===== src/rtl/tdm_pkg.sv =====
// Shared definitions for the four-channel TDM link (mux transmitter and demux receiver).
package tdm_pkg;
  localparam int NUM_SLOTS = 4;
  localparam int SLOT_W    = 2;
  // Bit counter wide enough for slot widths up to 16.
  localparam int CNT_W     = 5;

  typedef enum logic {
    HUNT   = 1'b0,
    LOCKED = 1'b1
  } state_e;

  typedef logic [SLOT_W-1:0] slot_t;
endpackage


===== src/rtl/tdm_slot_shifter.sv =====
// MSB-first slot deserializer: shift register, bit counter and word-done flag.
module tdm_slot_shifter
  import tdm_pkg::*;
#(
  parameter int WIDTH = 1
) (
  input  logic             clk,
  input  logic             rst_n,
  input  logic             shift_i,
  input  logic             restart_i,
  input  logic             din_i,
  output logic [WIDTH-1:0] word_o,
  output logic             done_o,
  output logic [CNT_W-1:0] cnt_o
);

  logic [WIDTH-1:0] sreg_q, sreg_d;
  logic [CNT_W-1:0] cnt_q, cnt_d, cnt_inc;
  logic [WIDTH:0]   ext;

  // word_o is the word as it stands after this sample, so a completing
  // bit is visible to the caller on the same edge.
  always_comb begin
    ext     = {sreg_q, din_i};
    sreg_d  = sreg_q;
    cnt_inc = cnt_q;
    done_o  = 1'b0;
    if (shift_i) begin
      if (restart_i) begin
        sreg_d    = '0;
        sreg_d[0] = din_i;
        cnt_inc   = CNT_W'(1);
      end else begin
        sreg_d  = ext[WIDTH-1:0];
        cnt_inc = cnt_q + 1'b1;
      end
      done_o = (cnt_inc == CNT_W'(WIDTH));
    end
    cnt_d = done_o ? '0 : cnt_inc;
  end

  assign word_o = sreg_d;
  assign cnt_o  = cnt_q;

  always_ff @(posedge clk) begin
    if (!rst_n) begin
      cnt_q <= '0;
    end else begin
      cnt_q <= cnt_d;
    end
  end

  always_ff @(posedge clk) begin
    sreg_q <= sreg_d;
  end

endmodule


===== src/rtl/tdm_demux_four.sv =====
// Four-slot TDM receiver: locks to frame sync, deserializes slots A..D and
// presents them together with a one-cycle valid pulse per frame.
module tdm_demux_four
  import tdm_pkg::*;
#(
  parameter int WIDTH = 1
) (
  input  logic             clk,
  input  logic             rst_n,
  input  logic             en,
  input  logic             din,
  input  logic             fs,
  output logic [WIDTH-1:0] A,
  output logic [WIDTH-1:0] B,
  output logic [WIDTH-1:0] C,
  output logic [WIDTH-1:0] D,
  output logic             valid,
  output logic             s1,
  output logic             s0,
  output logic             locked,
  output logic             sync_err
);

  state_e           state_q, state_d;
  slot_t            slot_q, slot_d, eff_slot;
  logic [WIDTH-1:0] hold_q [NUM_SLOTS];
  logic [WIDTH-1:0] hold_d [NUM_SLOTS];
  logic [WIDTH-1:0] a_q, b_q, c_q, d_q, a_d, b_d, c_d, d_d;
  logic             valid_q, valid_d, err_q, err_d;
  logic             shift, restart, done, boundary;
  logic [WIDTH-1:0] word;
  logic [CNT_W-1:0] bit_cnt;

  tdm_slot_shifter #(.WIDTH(WIDTH)) u_shifter (
    .clk      (clk),
    .rst_n    (rst_n),
    .shift_i  (shift),
    .restart_i(restart),
    .din_i    (din),
    .word_o   (word),
    .done_o   (done),
    .cnt_o    (bit_cnt)
  );

  assign boundary = (slot_q == '0) && (bit_cnt == '0);

  always_comb begin
    state_d  = state_q;
    slot_d   = slot_q;
    hold_d   = hold_q;
    a_d      = a_q;
    b_d      = b_q;
    c_d      = c_q;
    d_d      = d_q;
    valid_d  = 1'b0;
    err_d    = 1'b0;
    shift    = 1'b0;
    restart  = 1'b0;
    eff_slot = slot_q;

    if (en) begin
      if (state_q == HUNT) begin
        if (fs) begin
          shift   = 1'b1;
          restart = 1'b1;
          state_d = LOCKED;
        end
      end else if (boundary) begin
        if (fs) begin
          shift   = 1'b1;
          restart = 1'b1;
        end else begin
          // Missing sync: drop this bit and go back to hunting.
          err_d   = 1'b1;
          state_d = HUNT;
          slot_d  = '0;
        end
      end else begin
        shift   = 1'b1;
        restart = fs;
        err_d   = fs;
      end
    end

    if (restart) eff_slot = '0;

    // A restart with WIDTH=1 also completes slot A on the same sample.
    if (shift) begin
      slot_d = eff_slot;
      if (done) begin
        hold_d[eff_slot] = word;
        if (eff_slot == slot_t'(NUM_SLOTS-1)) begin
          a_d     = hold_q[0];
          b_d     = hold_q[1];
          c_d     = hold_q[2];
          d_d     = word;
          valid_d = 1'b1;
          slot_d  = '0;
        end else begin
          slot_d = eff_slot + 1'b1;
        end
      end
    end
  end

  always_ff @(posedge clk) begin
    if (!rst_n) begin
      state_q <= HUNT;
      slot_q  <= '0;
      a_q     <= '0;
      b_q     <= '0;
      c_q     <= '0;
      d_q     <= '0;
      valid_q <= 1'b0;
      err_q   <= 1'b0;
    end else begin
      state_q <= state_d;
      slot_q  <= slot_d;
      a_q     <= a_d;
      b_q     <= b_d;
      c_q     <= c_d;
      d_q     <= d_d;
      valid_q <= valid_d;
      err_q   <= err_d;
    end
  end

  always_ff @(posedge clk) begin
    hold_q <= hold_d;
  end

  assign A        = a_q;
  assign B        = b_q;
  assign C        = c_q;
  assign D        = d_q;
  assign valid    = valid_q;
  assign sync_err = err_q;
  assign s1       = slot_q[1];
  assign s0       = slot_q[0];
  assign locked   = (state_q == LOCKED);

endmodule


===== config.mk =====
export PLATFORM = sky130hd
export DESIGN_NAME = tdm_demux_four
export DESIGN_NICKNAME = d
export VERILOG_FILES = /design/src/rtl/tdm_pkg.sv /design/src/rtl/tdm_slot_shifter.sv /design/src/rtl/tdm_demux_four.sv
export SDC_FILE = /design/constraint.sdc
export NUM_CORES = 1
export LEC_CHECK = 0
export BUFFER_PORTS_ARGS = -buffer_cell sky130_fd_sc_hd__buf_4
export CORE_AREA = 10 10 58 60
export DETAILED_ROUTE_END_ITERATION = 6
export DIE_AREA = 0 0 68 70
export GPL_ROUTABILITY_DRIVEN = 0
export GPL_TIMING_DRIVEN = 1
export MAX_ROUTING_LAYER = met4
export PLACE_DENSITY = 0.64
export RECOVER_POWER = 25
export REMOVE_ABC_BUFFERS = 1
export SETUP_SLACK_MARGIN = 0.15
export SYNTH_ARGS = -nofsm -noshare
export SYNTH_HDL_FRONTEND = slang
export SYNTH_SLANG_ARGS = --single-unit

===== constraint.sdc =====
create_clock -name clk -period 2.9 [get_ports clk]
set_input_delay 0.145 -clock clk [delete_from_list [all_inputs] [get_ports clk]]
set_output_delay 0.145 -clock clk [all_outputs]
set_load 0.01 [all_outputs]

==> metrics.txt <==
run status=finished clean; fraction of power spent switching nets=0.257; routed length per placed instance=approximately 13 um; CTS tree=done; initial antenna violation count=0; required time worst endpoint=2.95 ns; length of the first detailed-routing pass in iterations=4; Post-synth top cells=sky130_fd_sc_hd__dfxtp_1 (15), sky130_fd_sc_hd__nand2_1 (15), sky130_fd_sc_hd__ha_1 (7); worst-skew pair later-pin latency=~0.30 ns; post-synthesis sequential area ratio=0.407; Worst Setup End Kind=flip-flop; Leak Pwr=0.470 nW; WHS=between 0.1 and 0.15 ns; post-synthesis instance area=between 900 and 1000 um2; post-layout util=0.468; clock period minus worst slack=approximately 2.6 ns; Worst slew margin=0.564; Top Ports=14; floorplan die height=about 70 um; first-pass GRT wire length=just over 3000 um; vias in the first global route=slightly below 700; top area cells in the synthesized netlist=sky130_fd_sc_hd__dfxtp_1 (31%), sky130_fd_sc_hd__edfxtp_1 (9.4%), sky130_fd_sc_hd__ha_1 (9.1%); flip-flop and latch count after synthesis=18; CP Data Arrival Time=approximately 2.6 ns; number of buffers inserted during clock tree synthesis=3; fill cell instance count of the final layout=around 250; combinational fraction of design power=0.136; peak ir drop on the vdd network=0.000217 V; die area=around 4800 um2; leading area contributor after synthesis=sky130_fd_sc_hd__dfxtp_1; Post-layout nets=around 130; gr ovfl total=0; initial standard-cell utilization of the core=0.409; antenna fix cells=0; Cell Pwr Density=roughly 450 nW/um2; max-slew violation count=0; setup TNS=0 ns; final routed wirelength across all metal layers=approximately 1900 um; PnR Total Power=498 uW; Yosys Warn Count=0; maxcap violations=0; number of cells produced by synthesis=98; count of distinct cell types in the synthesized netlist=37; clock root buffer=sky130_fd_sc_hd__clkbuf_4; Hold Buf Count CTS=0; unrepaired setup endpoints after global routing=no; global router's overall resource usage=0.0824; net switching power of the design=~130 uW; transition at the pin with the smallest max-transition slack=~0.65 ns; buffers inserted during post-CTS setup optimization=0; total setup violations reported at the end of the flow=0; pre-CTS WS=0.242 ns; routed via count divided by cell count=approximately 5; crit path max fanout=10; Final Skew=~0.0037 ns; critical path class=flip-flop to flip-flop; area share of the leading cell type in the synthesized netlist=0.313; Tcrit/Tclk final=0.889; First DRT Iteration DRCs=31; sequential power share=0.544; maximum number of pins on one net before global-route repair=11; HP Class=input pin to flip-flop; clock group share of total power=0.320; maximum operating frequency=approximately 390 MHz; count of unresolved DRC violations after routing=0; Post-synth ARST share=0; Internal=370 uW; fraction of layout instances using a drive strength above 1=0.196; total half-perimeter wirelength after legalization and detailed placement=between 1000 and 1500 um; synthesized area per cell=between 9 and 10 um2; CORE AREA=approximately 2300 um2; # clock sinks=18; post-CTS clock slew at the launch and capture registers of the worst setup and hold paths=between 0.1 and 0.15 ns; final setup slack of the worst path=about 0.32 ns; total of buffers placed on input and output ports=13; number of nets with antenna violations after detailed routing=0; Die X=just under 70 um; flip-flop cell with the highest count after synthesis=sky130_fd_sc_hd__dfxtp_1; maximum level of the CTS H-tree=1; standard-cell row count=18; final-report hold violation count=0; buffer levels on the longest clock path=2; kind of launch point of the worst setup path=flip-flop; synthesis-to-finish area growth=14.5%; vias post-DR=between 700 and 800; number of synthesized flops with an enable pin=3
[metrics by stage]
| stage | instance area [um2] | instances |
|---|---|---|
| final | 1100 | 142 |
| after global routing | 1100 | 142 |
| after CTS | 1120 | 142 |
| after detailed placement | 1080 | 138 |
| after global placement | 1080 | 138 |
| after floorplan | 945 | 95 |
[kinds of logic after synthesis]
family	share of synthesized area
simple gates	0.197
xor+xnor	0.0353
buf+inv	0.0379
flops	0.407
compound gates	0.151
fa+ha+maj	0.0914
mux	0.0796
[cell usage in the layout (no fill, tap or decap), types with 2 or more instances in the layout]
cell                       instances
sky130_fd_sc_hd__dfxtp_1          15
sky130_fd_sc_hd__nand2_1          15
sky130_fd_sc_hd__ha_1              7
sky130_fd_sc_hd__clkbuf_1          7
sky130_fd_sc_hd__a21oi_1           6
sky130_fd_sc_hd__buf_4             6
sky130_fd_sc_hd__inv_1             5
sky130_fd_sc_hd__mux2i_1           5
sky130_fd_sc_hd__and2_2            3
sky130_fd_sc_hd__nor2_1            3
sky130_fd_sc_hd__a211oi_1          3
sky130_fd_sc_hd__o21ai_0           3
sky130_fd_sc_hd__clkbuf_4          3
sky130_fd_sc_hd__edfxtp_1          3
sky130_fd_sc_hd__nor2b_1           2
sky130_fd_sc_hd__nor3_1            2
sky130_fd_sc_hd__nand3b_1          2
[area by class of cell]
| type | instances | area [um2] | area share |
|---|---|---|---|
| flip-flops and latches | 18 | 390 | 0.356 |
| clock buffers | 4 | 36.3 | 0.0331 |
| repair buffers | 13 | 71.3 | 0.0650 |
| multi-input cells | 71 | 539 | 0.491 |
| inverters | 6 | 22.5 | 0.0205 |
| well taps | 30 | 37.5 | 0.0342 |
[flip-flops by register name, summed over array words and instances (netlist names)]
register,count
valid,1
hold_q,3
u_shifter.sreg_q,1
B,1
locked,1
D,1
u_shifter.cnt_o,5
A,1
sync_err,1
slot_q,2
C,1
[per-layer routing]
layer,track usage,share of wire,vias to the layer above
met2,0.112,0.41,19
met3,0.0255,0.057,7
li1,-,-,367
met5,-,0,-
met1,0.106,0.51,318
met4,0.0403,0.029,0
[final timing paths]
check	slack, ns	depth (start not counted)	startpoint	end
worst min-delay path	0.13	3	rst_n	D
worst min register to register	0.47	2	C	C
worst max-delay path	0.32	8	u_shifter.cnt_o[0]	hold_q[3]
worst max register to register	0.32	8	u_shifter.cnt_o[0]	hold_q[3]
[what timing repair did]
item	CTS	global route
setup endpoints to repair	0	7
gates resized for setup	0	1
endpoints found under the hold margin	0	0
[worst max-delay path, cell delays in order, from the launching register on]
cell and delay [ns]:
sky130_fd_sc_hd__dfxtp_1 0.36, sky130_fd_sc_hd__inv_1 0.08, sky130_fd_sc_hd__ha_1 0.14, sky130_fd_sc_hd__or4b_2 0.57
sky130_fd_sc_hd__nor3_1 0.17, sky130_fd_sc_hd__ha_1 0.17, sky130_fd_sc_hd__nor2b_1 0.08, sky130_fd_sc_hd__o21ai_4 0.34
sky130_fd_sc_hd__mux2_2 0.42
[power groups by stage]
stage	combinational [mW]	sequential, mW	clock [mW]
after detailed placement	0.0670	0.276	0
after global placement	0.0662	0.277	0
after floorplan	0.0425	0.276	0
final	0.0678	0.271	0.159
after global routing	0.0779	0.272	0.176
after CTS	0.0672	0.271	0.164
No activity file was read; power rests on OpenSTA's default activity.
